$ cat src/rtl/vga_timing_pkg.sv
// Shared VGA raster constants (640x480@60) and the per-axis phase decode.
package vga_timing_pkg;

  // Horizontal phase lengths in pixels.
  localparam int unsigned VGA_H_VISIBLE = 640;
  localparam int unsigned VGA_H_FRONT   = 16;
  localparam int unsigned VGA_H_SYNC    = 96;
  localparam int unsigned VGA_H_BACK    = 48;

  // Vertical phase lengths in lines.
  localparam int unsigned VGA_V_VISIBLE = 480;
  localparam int unsigned VGA_V_FRONT   = 10;
  localparam int unsigned VGA_V_SYNC    = 2;
  localparam int unsigned VGA_V_BACK    = 33;

  localparam int unsigned VGA_H_TOTAL =
      VGA_H_VISIBLE + VGA_H_FRONT + VGA_H_SYNC + VGA_H_BACK;
  localparam int unsigned VGA_V_TOTAL =
      VGA_V_VISIBLE + VGA_V_FRONT + VGA_V_SYNC + VGA_V_BACK;

  // Position of an axis counter within its line or frame.
  typedef enum logic [1:0] {
    PhaseVisible,
    PhaseFront,
    PhaseSync,
    PhaseBack
  } phase_e;

  // Map a counter position onto its phase; everything past sync is back porch.
  function automatic phase_e phase_of(input int unsigned pos,
                                      input int unsigned visible,
                                      input int unsigned front,
                                      input int unsigned sync_len);
    phase_e ph;
    if (pos < visible) begin
      ph = PhaseVisible;
    end else if (pos < visible + front) begin
      ph = PhaseFront;
    end else if (pos < visible + front + sync_len) begin
      ph = PhaseSync;
    end else begin
      ph = PhaseBack;
    end
    return ph;
  endfunction

endpackage

$ cat src/rtl/vga_axis_counter.sv
// One raster axis: position counter with wrap chaining, phase decode and raw sync.
module vga_axis_counter
  import vga_timing_pkg::*;
#(
  parameter int unsigned CW      = 10,
  parameter int unsigned VISIBLE = VGA_H_VISIBLE,
  parameter int unsigned FRONT   = VGA_H_FRONT,
  parameter int unsigned SYNC    = VGA_H_SYNC,
  parameter int unsigned BACK    = VGA_H_BACK
) (
  input  logic          clock,
  input  logic          reset_n,
  input  logic          enable,
  input  logic          wrap_in,
  output logic [CW-1:0] count,
  output phase_e        phase,
  output logic          wrap_out,
  output logic          sync_n
);

  localparam int unsigned   TOTAL = VISIBLE + FRONT + SYNC + BACK;
  localparam logic [CW-1:0] LAST  = CW'(TOTAL - 1);

  logic [CW-1:0] count_q, count_d;
  logic          step;
  logic          at_last;

  assign step     = enable & wrap_in;
  assign at_last  = (count_q == LAST);
  // Only reported on the step that actually wraps, so the next axis can chain on it.
  assign wrap_out = step & at_last;

  // Next position: advance on a step, return to zero after the final position.
  always_comb begin
    count_d = count_q;
    if (step) begin
      count_d = at_last ? '0 : count_q + 1'b1;
    end
  end

  // Position register.
  always_ff @(posedge clock or negedge reset_n) begin
    if (!reset_n) begin
      count_q <= '0;
    end else begin
      count_q <= count_d;
    end
  end

  // Phase and sync are pure decodes of the current position.
  always_comb begin
    phase  = phase_of(32'(count_q), VISIBLE, FRONT, SYNC);
    sync_n = (phase != PhaseSync);
  end

  assign count = count_q;

endmodule

$ cat src/rtl/vga_timing_gen.sv
// VGA raster timing: pixel-rate strobe, h/v counters, registered visible-area
// outputs and sync outputs delayed to match the colour stage register latency.
module vga_timing_gen
  import vga_timing_pkg::*;
#(
  parameter int unsigned C_SIZE    = 9,
  parameter int unsigned CLK_DIV   = 2,
  parameter int unsigned H_VISIBLE = VGA_H_VISIBLE,
  parameter int unsigned H_FRONT   = VGA_H_FRONT,
  parameter int unsigned H_SYNC    = VGA_H_SYNC,
  parameter int unsigned H_BACK    = VGA_H_BACK,
  parameter int unsigned V_VISIBLE = VGA_V_VISIBLE,
  parameter int unsigned V_FRONT   = VGA_V_FRONT,
  parameter int unsigned V_SYNC    = VGA_V_SYNC,
  parameter int unsigned V_BACK    = VGA_V_BACK,
  parameter int unsigned SYNC_DLY  = 1
) (
  input  logic          clock,
  input  logic          reset_n,
  output logic          pixel_tick,
  output logic [C_SIZE:0] row,
  output logic [C_SIZE:0] column,
  output logic          disp_enable,
  output logic          hsync,
  output logic          vsync,
  output logic          frame_start
);

  localparam int unsigned CW       = C_SIZE + 1;
  localparam logic [3:0]  DIV_LAST = 4'(CLK_DIV - 1);

  // Tick divider state.
  logic [3:0] div_q, div_d;
  logic       tick_q;

  // Axis counter outputs.
  logic [CW-1:0] h_count, v_count;
  phase_e        h_phase, v_phase;
  logic          h_wrap, v_wrap;
  logic          h_sync_n, v_sync_n;

  // Registered visible-area outputs.
  logic [CW-1:0] row_q, row_d;
  logic [CW-1:0] column_q, column_d;
  logic          disp_enable_q, disp_enable_d;
  logic          frame_wrap_q;
  logic          frame_start_q;

  // Stage 0 aligns sync with the registered outputs; further stages add SYNC_DLY.
  logic [SYNC_DLY:0] hsync_pipe_q;
  logic [SYNC_DLY:0] vsync_pipe_q;

  // Divider next state: count 0..CLK_DIV-1 and wrap.
  always_comb begin
    div_d = (div_q == DIV_LAST) ? '0 : div_q + 4'd1;
  end

  // Divider and strobe; the strobe is registered, so it rises on the clock after the wrap.
  always_ff @(posedge clock or negedge reset_n) begin
    if (!reset_n) begin
      div_q  <= '0;
      tick_q <= 1'b0;
    end else begin
      div_q  <= div_d;
      tick_q <= (div_q == DIV_LAST);
    end
  end

  vga_axis_counter #(
    .CW      (CW),
    .VISIBLE (H_VISIBLE),
    .FRONT   (H_FRONT),
    .SYNC    (H_SYNC),
    .BACK    (H_BACK)
  ) u_h_axis (
    .clock    (clock),
    .reset_n  (reset_n),
    .enable   (tick_q),
    .wrap_in  (1'b1),
    .count    (h_count),
    .phase    (h_phase),
    .wrap_out (h_wrap),
    .sync_n   (h_sync_n)
  );

  vga_axis_counter #(
    .CW      (CW),
    .VISIBLE (V_VISIBLE),
    .FRONT   (V_FRONT),
    .SYNC    (V_SYNC),
    .BACK    (V_BACK)
  ) u_v_axis (
    .clock    (clock),
    .reset_n  (reset_n),
    .enable   (tick_q),
    .wrap_in  (h_wrap),
    .count    (v_count),
    .phase    (v_phase),
    .wrap_out (v_wrap),
    .sync_n   (v_sync_n)
  );

  // Visible-area decode; row/column are forced to zero outside it.
  always_comb begin
    disp_enable_d = (h_phase == PhaseVisible) && (v_phase == PhaseVisible);
    row_d         = disp_enable_d ? v_count : '0;
    column_d      = disp_enable_d ? h_count : '0;
  end

  // Output registers, one clock behind the counters.
  always_ff @(posedge clock or negedge reset_n) begin
    if (!reset_n) begin
      row_q         <= '0;
      column_q      <= '0;
      disp_enable_q <= 1'b0;
      frame_wrap_q  <= 1'b0;
      frame_start_q <= 1'b0;
    end else begin
      row_q         <= row_d;
      column_q      <= column_d;
      disp_enable_q <= disp_enable_d;
      // Counters land on (0,0) the clock after the joint wrap; flag it one clock later.
      frame_wrap_q  <= v_wrap;
      frame_start_q <= frame_wrap_q;
    end
  end

  // Sync delay line; every stage resets to the inactive (high) level.
  always_ff @(posedge clock or negedge reset_n) begin
    if (!reset_n) begin
      hsync_pipe_q <= '1;
      vsync_pipe_q <= '1;
    end else begin
      hsync_pipe_q[0] <= h_sync_n;
      vsync_pipe_q[0] <= v_sync_n;
      for (int i = 1; i <= int'(SYNC_DLY); i++) begin
        hsync_pipe_q[i] <= hsync_pipe_q[i-1];
        vsync_pipe_q[i] <= vsync_pipe_q[i-1];
      end
    end
  end

  assign pixel_tick  = tick_q;
  assign row         = row_q;
  assign column      = column_q;
  assign disp_enable = disp_enable_q;
  assign frame_start = frame_start_q;
  assign hsync       = hsync_pipe_q[SYNC_DLY];
  assign vsync       = vsync_pipe_q[SYNC_DLY];

endmodule

$ cat config.mk
export PLATFORM = sky130hd
export DESIGN_NAME = vga_timing_gen
export DESIGN_NICKNAME = d
export VERILOG_FILES = /design/src/rtl/vga_timing_pkg.sv /design/src/rtl/vga_axis_counter.sv /design/src/rtl/vga_timing_gen.sv
export SDC_FILE = /design/constraint.sdc
export NUM_CORES = 1
export LEC_CHECK = 0
export ABC_AREA = 1
export CAP_MARGIN = 20
export CORE_ASPECT_RATIO = 0.5
export CORE_UTILIZATION = 55
export DETAILED_ROUTE_END_ITERATION = 7
export HOLD_SLACK_MARGIN = 0.08
export PLACE_DENSITY = 0.79
export SLEW_MARGIN = 20
export SYNTH_ARGS = -nofsm -noshare
export SYNTH_HDL_FRONTEND = slang
export SYNTH_SLANG_ARGS = --single-unit
$ cat constraint.sdc
create_clock -name clock -period 1.68 [get_ports clock]
set_input_delay 0.252 -clock clock [delete_from_list [all_inputs] [get_ports clock]]
set_output_delay 0.252 -clock clock [all_outputs]
set_load 0.05 [all_outputs]
==> flow_metrics.env <==
export IMPL_status="complete, but fails checks"
export IMPL_failed_checks="design-rule violations"
export IMPL_grt_overflow_total=0
export IMPL_portBuffers=26
export IMPL_yosysTopAreaCellShare_pct=53.2
export IMPL_path_clk_slew_ps=90
export IMPL_synth_seq_cells=52
export IMPL_clkLatencyLatePin_ps=310
export IMPL_initial_core_util_pct=57.6
export IMPL_die_area_um2=4380
export IMPL_crit_slowest_cell="dfrtp_1"
export IMPL_synth_area_per_cell_um2=9.04
export IMPL_grt_pass1_wl_um=6910
export IMPL_synth_compound_area_share_pct=3.54
export IMPL_layout_drive_gt1_share_pct=22.0
export IMPL_end_kind="flip-flop"
export IMPL_finish_instance_area_um2=2630
export IMPL_drcViolationCount=1
export IMPL_startpoint_type="flip-flop"
export IMPL_drtIter0Drc=103
export IMPL_fmax_ghz=0.639
export IMPL_grt_pass1_vias=1556
export IMPL_hold_path_class="reg -> reg"
export IMPL_synth_top_area_cell="dfrtp_1"
export IMPL_clkSinkCount=52
export IMPL_synth_most_common_cell="dfrtp_1"
export IMPL_p_sw_mw=0.434
export IMPL_whs_ps=359
export IMPL_cp_arrival_ps=1760
export IMPL_die_w_um=92.6
export IMPL_nFillCells=319
export IMPL_place_congestion=0.880
export IMPL_period_needed_ps=1570
export IMPL_grt_max_degree=23
export IMPL_p_leak_nw=1.33
export IMPL_route_vias_total=1691
export IMPL_synthTopCellsByArea="dfrtp_1 53%, nand2_1 7.5%, nor2_1 7.1%, inv_1 5.1%, dfstp_2 4.7%"
export IMPL_total_power_mw=1.98
export IMPL_worstPathCellList="ha_1 -> nand2_1 -> nor2_4 -> nand3_2 -> nor2_4 -> inv_2 -> nand2_1 -> o21ai_1"
export IMPL_cts_resized=0
export IMPL_pwr_share_seq_pct=63.1
export IMPL_timing_final_ws_setup_ps=114
export IMPL_place_inst=329
export IMPL_critPathMaxFanout=10
export IMPL_async_flop_share_pct=100
export IMPL_crit_required_ps=1870
export IMPL_yosys_area_share_simple_pct=26.2
export IMPL_cts_root_buf="clkbuf_8"
export IMPL_synth_fa_ha_area_share_pct=1.66
export IMPL_clockPowerShare_pct=35.1
export IMPL_track_usage_pct=21.4
export IMPL_diodes=0
export IMPL_pwr_share_comb_pct=1.8
export IMPL_p_per_area_nw_per_um2=755
export IMPL_syn_nets=255
export IMPL_cts_tree="built"
export IMPL_sw_frac_of_total_pct=21.9
export IMPL_synthesis_area_um2=2260
export IMPL_drt_wl_total_um=4320
export IMPL_clockBufferDepth=2
export IMPL_yosysWarningCount=0
export IMPL_rsz0062_at_grt="false"
export IMPL_critPathBufInv=1
export IMPL_pin_count=27
export IMPL_ys_types=24
export IMPL_ant_nets=0
export IMPL_path_delay_family="simple AND/OR/NAND/NOR gates"
export IMPL_clock_skew_ps=9.20
export IMPL_wl_per_cell_um=12.7
export IMPL_setup_violations=0
export IMPL_finalCritPeriodShare_pct=93.2
export IMPL_max_stage_delay_ps=400
export IMPL_postSynthCellCount=250
export IMPL_core_area_um2=3920
export IMPL_synth_mux_area_share_pct=0
export IMPL_h_tree_depth=2
export IMPL_placed_cell_area_um2=2510
export IMPL_fin_nets=291
export IMPL_synth_edf_count=0
export IMPL_drv_slew=0
export IMPL_viasPerCell=4.96
export IMPL_synthXorXnorAreaFrac_pct=2.71
export IMPL_worstSetupPathType="reg -> reg"
export IMPL_hold_violations=0
export IMPL_ys_seq_area_share_pct=57.8
export IMPL_dr_pass1_iters=7
export IMPL_p_int_mw=1.55
export IMPL_fin_cells=341
export IMPL_drv_cap=0
export IMPL_tns_ps=0
export IMPL_antenna_found_initial=0
export IMPL_area_growth_pct=16.3
export IMPL_ir_drop_mv=0.485
export IMPL_final_util_pct=67.0
export IMPL_hpwl_um=3030
export IMPL_fp_dieH_um=47.3
export IMPL_synth_top_family_by_area="simple AND/OR/NAND/NOR gates"
export IMPL_place_ws_ps=104
export IMPL_synth_ff_type="dfrtp_1"
export IMPL_synthTopCellsByCount="48 x dfrtp_1, 45 x nand2_1, 43 x nor2_1, 31 x inv_1, 14 x nand3_1"
export IMPL_cts_buffers=5
export IMPL_rows=16
final cells by class:
class / instances / area, um2 / share of cell area [%]
tap: 54 / 67.6 / 2.57
clock inverter: 2 / 12.5 / 0.476
timing repair buffer: 33 / 248 / 9.43
inverter: 39 / 146 / 5.57
clock buffer: 6 / 72.6 / 2.76
sequential: 52 / 1310 / 49.7
multi-input combinational: 155 / 774 / 29.5
power groups by stage:
stage / registers [mW] / logic, mW / clock network, mW
4_1_cts: 1.25 / 0.0384 / 0.707
3_3_place_gp: 1.28 / 0.0350 / 0
3_5_place_dp: 1.28 / 0.0367 / 0
5_1_grt: 1.25 / 0.0432 / 0.751
2_1_floorplan: 1.28 / 0.000194 / 0
6_report: 1.25 / 0.0365 / 0.696
worst paths after layout:
check | startpoint | to | slack (ps) | cells after the start
min in group asynchronous | reset_n | u_h_axis.count[4] | 410 | 2
max | u_h_axis.count[1] | u_v_axis.count[2] | 110 | 8
max in group asynchronous | reset_n | row[6] | 640 | 3
min | hsync_pipe_q[0] | hsync_pipe_q[1] | 360 | 0
max reg2reg | u_h_axis.count[1] | u_v_axis.count[2] | 110 | 8
min reg2reg | hsync_pipe_q[0] | hsync_pipe_q[1] | 360 | 0
kinds of logic after synthesis:
group	count (synthesis)
AND/OR/NAND/NOR	128
AO/OA/AOI/OAI	16
adder cells (fa/ha/maj)	3
buffers and inverters	43
other	1
XOR/XNOR	7
flip-flops	52
registers in the layout, summed over array words and instances, names as in the netlist, 2 cells and up:
name,flops
column,10
div_q,4
hsync_pipe_q,2
row,10
u_h_axis.count,10
u_v_axis.count,10
vsync_pipe_q,2
layout by cell type (no fill, tap or decap):
cell type | Yosys | layout
clkbuf_8 | 0 | 5
nand2_4 | 1 | 1
nand3_2 | 1 | 1
dfrtp_1 | 48 | 48
nor4_1 | 1 | 1
inv_1 | 31 | 31
nor3_2 | 3 | 3
dfstp_2 | 4 | 4
nor2_2 | 3 | 3
nand4_1 | 8 | 8
nor2_1 | 43 | 43
nor3_1 | 5 | 5
dlygate4sd3_1 | 0 | 1
ha_1 | 3 | 3
nand3_1 | 14 | 14
buf_2 | 2 | 1
inv_2 | 8 | 8
clkinvlp_4 | 0 | 1
clkinv_2 | 0 | 1
nand2_1 | 45 | 45
or2_2 | 1 | 1
o21ai_1 | 7 | 7
nor2_4 | 3 | 3
conb_1 | 1 | 1
xor2_1 | 7 | 7
buf_4 | 0 | 31
clkbuf_1 | 0 | 1
a21oi_1 | 3 | 3
o21ai_0 | 6 | 6
what timing repair did:
| item | CTS | global route |
|---|---|---|
| hold buffers | 1 | 0 |
| buffers inserted | 0 | 3 |
| setup endpoints to repair | 0 | 5 |
| endpoints found under the hold margin | 14 | 0 |
layer usage:
metal / GRT usage, % / wire (um)
met3: 4.53 / 194
met4: 8.92 / 77
met2: 38.1 / 2060
met1: 27.0 / 2000
met5: 0 / 0
Power figures use the tool's default switching activity.
